==> src/rtl/multi_port_queue.sv <==
// Multi-lane circular FIFO with first-word fall-through read lanes, single-cycle
// flush and an occupancy count. Pointers carry a wrap bit to separate full from empty.
module multi_port_queue #(
    parameter int NUM_ENTRIES = 16,
    parameter int DATA_WIDTH  = 32,
    parameter int ENQ_WIDTH   = 2,
    parameter int DEQ_WIDTH   = 2
) (
    input  logic                                  clk,
    input  logic                                  rst,
    input  logic                                  flush,
    input  logic [ENQ_WIDTH-1:0]                  enq_valid,
    input  logic [ENQ_WIDTH-1:0][DATA_WIDTH-1:0]  enq_wdata,
    output logic                                  enq_ready,
    output logic [DEQ_WIDTH-1:0]                  deq_valid,
    output logic [DEQ_WIDTH-1:0][DATA_WIDTH-1:0]  deq_rdata,
    input  logic [DEQ_WIDTH-1:0]                  deq_ready,
    output logic [$clog2(NUM_ENTRIES+1)-1:0]      count,
    output logic                                  full,
    output logic                                  empty
);

    localparam int Q_INDEX = $clog2(NUM_ENTRIES);
    localparam int PTR_W   = Q_INDEX + 1;
    localparam int CNT_W   = $clog2(NUM_ENTRIES + 1);
    localparam logic [CNT_W-1:0] DEPTH = CNT_W'(NUM_ENTRIES);

    logic [DATA_WIDTH-1:0] entries [NUM_ENTRIES];

    logic [PTR_W-1:0] head_ptr_reg, head_ptr_next;
    logic [PTR_W-1:0] tail_ptr_reg, tail_ptr_next;
    logic [CNT_W-1:0] count_reg, count_next;
    logic [CNT_W-1:0] n_enq, n_deq;
    logic [CNT_W-1:0] free_slots;
    logic [Q_INDEX-1:0] wr_idx [ENQ_WIDTH];

    // Readiness looks only at current occupancy, so slots freed this cycle wait a cycle.
    assign free_slots = DEPTH - count_reg;
    assign enq_ready  = free_slots >= CNT_W'(ENQ_WIDTH);
    assign count      = count_reg;
    assign full       = (count_reg == DEPTH);
    assign empty      = (count_reg == '0);

    genvar gi;
    generate
        for (gi = 0; gi < ENQ_WIDTH; gi++) begin : g_enq
            assign wr_idx[gi] = tail_ptr_reg[Q_INDEX-1:0] + Q_INDEX'(gi);
        end

        for (gi = 0; gi < DEQ_WIDTH; gi++) begin : g_deq
            logic [Q_INDEX-1:0] rd_idx;
            assign rd_idx        = head_ptr_reg[Q_INDEX-1:0] + Q_INDEX'(gi);
            assign deq_valid[gi] = count_reg > CNT_W'(gi);
            assign deq_rdata[gi] = deq_valid[gi] ? entries[rd_idx] : '0;
        end
    endgenerate

    always_comb begin
        n_enq = '0;
        n_deq = '0;
        if (enq_ready) begin
            for (int i = 0; i < ENQ_WIDTH; i++) begin
                if (enq_valid[i]) begin
                    n_enq = n_enq + CNT_W'(1);
                end
            end
        end
        for (int j = 0; j < DEQ_WIDTH; j++) begin
            if (deq_valid[j] && deq_ready[j]) begin
                n_deq = n_deq + CNT_W'(1);
            end
        end
        head_ptr_next = head_ptr_reg + PTR_W'(n_deq);
        tail_ptr_next = tail_ptr_reg + PTR_W'(n_enq);
        count_next    = count_reg + n_enq - n_deq;
    end

    always_ff @(posedge clk) begin
        if (rst || flush) begin
            head_ptr_reg <= '0;
            tail_ptr_reg <= '0;
            count_reg    <= '0;
        end else begin
            head_ptr_reg <= head_ptr_next;
            tail_ptr_reg <= tail_ptr_next;
            count_reg    <= count_next;
        end
    end

    // Array contents need no reset; only the pointers define what is live.
    always_ff @(posedge clk) begin
        if (!rst && !flush && enq_ready) begin
            for (int i = 0; i < ENQ_WIDTH; i++) begin
                if (enq_valid[i]) begin
                    entries[wr_idx[i]] <= enq_wdata[i];
                end
            end
        end
    end

`ifndef SYNTHESIS
    logic [ENQ_WIDTH-1:0] enq_valid_inc;
    logic [DEQ_WIDTH-1:0] deq_ready_inc;
    assign enq_valid_inc = enq_valid + ENQ_WIDTH'(1);
    assign deq_ready_inc = deq_ready + DEQ_WIDTH'(1);

    // A prefix mask plus one is a power of two, so the AND must be zero.
    always_ff @(posedge clk) begin
        if (!rst) begin
            assert ((enq_valid & enq_valid_inc) == '0);
            assert ((deq_ready & deq_ready_inc) == '0);
            assert ((deq_ready & ~deq_valid) == '0);
            assert (PTR_W'(tail_ptr_reg - head_ptr_reg) == PTR_W'(count_reg));
        end
    end
`endif

endmodule

==> config.mk <==
export PLATFORM = sky130hd
export DESIGN_NAME = multi_port_queue
export DESIGN_NICKNAME = d
export VERILOG_FILES = /design/src/rtl/multi_port_queue.sv
export SDC_FILE = /design/constraint.sdc
export NUM_CORES = 1
export LEC_CHECK = 0
export ABC_AREA = 0
export CAP_MARGIN = 20
export CORE_UTILIZATION = 30
export DETAILED_ROUTE_END_ITERATION = 8
export GPL_TIMING_DRIVEN = 0
export SETUP_SLACK_MARGIN = 0.3
export SLEW_MARGIN = 25
export SYNTH_ARGS = -nofsm -noshare
export SYNTH_HDL_FRONTEND = slang
export SYNTH_SLANG_ARGS = --single-unit
==> constraint.sdc <==
create_clock -name clk -period 5.4 [get_ports clk]
set_input_delay 1.08 -clock clk [delete_from_list [all_inputs] [get_ports clk]]
set_output_delay 1.08 -clock clk [all_outputs]
set_load 0.02 [all_outputs]
==> impl_metrics.ini <==
[clock_tree]
clkLatencyLatePin_ns = 0.64
post-cts-setup-buffers = 0
clk_pin_slew_ns = 0.06
cts.htree.levels = 2
cts-root-buf = clkbuf_16
clock-sinks = 525
cts.path.max_buffers = 3
post_cts_resized = 66
cts_tree = yes
hold_buffers = 0
cts-buffers-inserted = 58

[floorplanning]
initial_core_util_pct = 30.3
dieArea_um2 = 104000
core_area_um2 = 102000
ios = 145
die-height_um = 323
row_count = 117
die_x_um = 323

[sta]
post-route-period-util_pct = 95.9
fin_worst_skew_ns = 0.0286
period_minus_slack_ns = 5.18
rsz0062_at_grt = true
hold_viol = 0
slew_headroom_pct = 21.3
finalSetupTns_ns = 0
tightest_slew_ns = 1.18
slew_violations = 0
max_freq_mhz = 193
setup_viol = 0

[global_routing]
antenna_found_initial = 5
grt_pass1_wl_mm = 159
grt_pass1_vias = 21400
grt-ovfl-total = 0
track_usage_pct = 21.8
grt_max_degree = 16

[route]
ant_nets = 0
drt_iter0_drc = 2754
dr.pass1.iters = 6
wirelength_mm = 115
wl_per_cell_um = 32.8
drc = 0
viasPerCell = 5.85
via_count = 20500

[yosys]
synth-seq-cells = 525
avgSynthCellArea_um2 = 16.8
netlist_area_um2 = 30900
ys_warn_count = 0
synth_area_leaders = edfxtp_1, mux4_2, mux2_2, mux2i_1, clkbuf_1
syn_nets = 1934
yosysTopAreaCell = edfxtp_1
synth_edf_count = 512
synth_cells = 1840
yosysUniqueCellTypes = 44
yosys.area.top_type_share_pct = 49.8
ys.flop_type = edfxtp_1
seq_area_frac_synth_pct = 50.7
async_flop_share_pct = 0

[final_layout]
largest_register_ffs = 512
syn_to_final_growth_pct = 21.0
final_nets = 2191
final_cell_area_um2 = 37300
final_layout_size_suffix_gt1_share_pct = 49.1

[power]
fin_total_pwr_uw = 14400
power.leakage_uw = 0.0116
power_frac_seq_pct = 32.3
combPwrFrac_pct = 42.0
pwr-share-clk_pct = 25.7
p_sw_share_pct = 36.6
ir_worst_vdd_v = 0.000291
p_per_area_nw_per_um2 = 385
p_switching_uw = 5260
p_int_uw = 9120

[worst_setup_path]
cp_max_fo = 10
critPathArrivalTime_ns = 4.10
cp.required_ns = 4.32
worstSetupPathType = flip-flop to output port
startpoint_type = flip-flop
end_kind = output port

[place]
io_buffers = 144
hpwlAfterDp_mm = 79.3
gp_congestion = 0.840
place_area_um2 = 35400

[run]
maxCapViolCount = 0

[worst_hold_path]
min_path_type = flip-flop to flip-flop

[run_status]
outcome = finished clean
-- power by group through the flow --
| stage | Combinational (µW) | Clock [µW] | Sequential (µW) |
|---|---|---|---|
| 3_5_place_dp | 5880 | 0 | 4730 |
| 2_1_floorplan | 3240 | 0 | 4730 |
| 6_report | 6040 | 3700 | 4640 |
| 4_1_cts | 6010 | 3730 | 4640 |
| 3_3_place_gp | 5720 | 0 | 4740 |
| 5_1_grt | 6250 | 3870 | 4650 |
-- worst max-delay path, stage by stage (launching register included) --
cell and delay, ns:
dfxtp_1 0.38, ha_1 0.33, clkbuf_1 0.52, clkbuf_2 0.62
mux4_2 0.31, mux2i_1 0.08, o22ai_1 0.48, clkdlybuf4s50_1 0.72
-- path summary, 6_finish.rpt --
kind	startpoint	endpoint	slack (ns)	cells past startpoint
worst max-delay path	head_ptr_reg[0]	deq_rdata[63]	0.22	7
worst min-delay path	tail_ptr_reg[0]	tail_ptr_reg[0]	0.59	2
worst max register to register	count[2]	entries[7][14]	1.01	13
worst min register to register	tail_ptr_reg[0]	tail_ptr_reg[0]	0.59	2
-- placed cells by master, fill, tap and decap left out, types with 4 or more instances in the layout --
cell	instances
nand3_1	18
clkinv_2	12
nand2_1	9
ha_1	21
nor2_1	15
mux4_2	256
buf_16	36
clkbuf_16	58
clkdlybuf4s50_1	144
clkbuf_1	96
o22ai_2	16
mux2i_1	129
buf_2	52
mux2_4	30
clkinv_1	19
buf_8	5
buf_4	11
o21bai_4	4
edfxtp_1	512
dfxtp_1	13
buf_6	6
xnor2_1	6
o21ai_4	8
clkbuf_4	7
xor2_1	4
a21oi_1	5
inv_1	11
o22ai_1	48
clkbuf_2	45
and2_1	9
mux2_2	482
-- layer usage --
metal  routed length (µm)  GRT usage, %  up-vias
met5                   28             0        -
met3                11600          4.95      345
li1                     -             -     8111
met4                 5960          10.4        4
met1                42400          26.8    10700
met2                55200          36.2     1391
-- Yosys cell counts (2+ instances only) --
master    number
edfxtp_1     512
mux2_2       482
mux4_2       256
clkbuf_1     144
mux2i_1      129
o22ai_1       66
buf_2         35
mux2_4        30
buf_1         22
ha_1          21
nand3_1       18
nor2_1        15
dfxtp_1       13
inv_1         11
and2_1         9
nand2_1        9
o21ai_0        9
o21bai_1       6
xnor2_1        6
a21oi_1        5
xor2_1         5
nor3_1         4
and3_1         3
buf_12         3
and3b_1        2
buf_6          2
fa_1           2
nand3b_1       2
nor2b_1        2
nor3b_1        2
nor4_1         2
-- cells by family (layout without fill, tap and decap cells) --
family                   count (synthesis)  count (layout)  synth area share (%)
AO/OA/AOI/OAI                           92              92                  1.87
other                                    0               2                     0
adder cells (fa/ha/maj)                 23              23                 0.981
flip-flops                             525             525                  50.7
buffers and inverters                  219             517                  3.02
XOR/XNOR                                11              11                 0.312
AND/OR/NAND/NOR                         73              73                  1.25
multiplexers                           897             897                  41.9
-- per-stage QoR --
step,utilization [%],setup WS (ns),hold WS [ns],std cells
6_report,36.6,0.223,0.593,3508
5_1_grt,36.6,0.210,0.623,3507
4_1_cts,36.6,0.312,0.596,3506
3_5_place_dp,34.8,-0.143,0.580,3405
3_3_place_gp,33.4,-4.30,0.580,3352
2_1_floorplan,-,0.601,0.549,1840
-- layout make-up --
cell class	count	area (µm²)
antenna	2	5.00
buffer	207	1020
clock buffer	64	1470
clock inverter	37	221
fill	9529	64600
inverter	12	45.0
multi-input combinational	1096	14600
sequential	525	15600
tap	1368	1710
timing repair buffer	197	2610
Note: power is estimated with default switching activity, not from simulation.
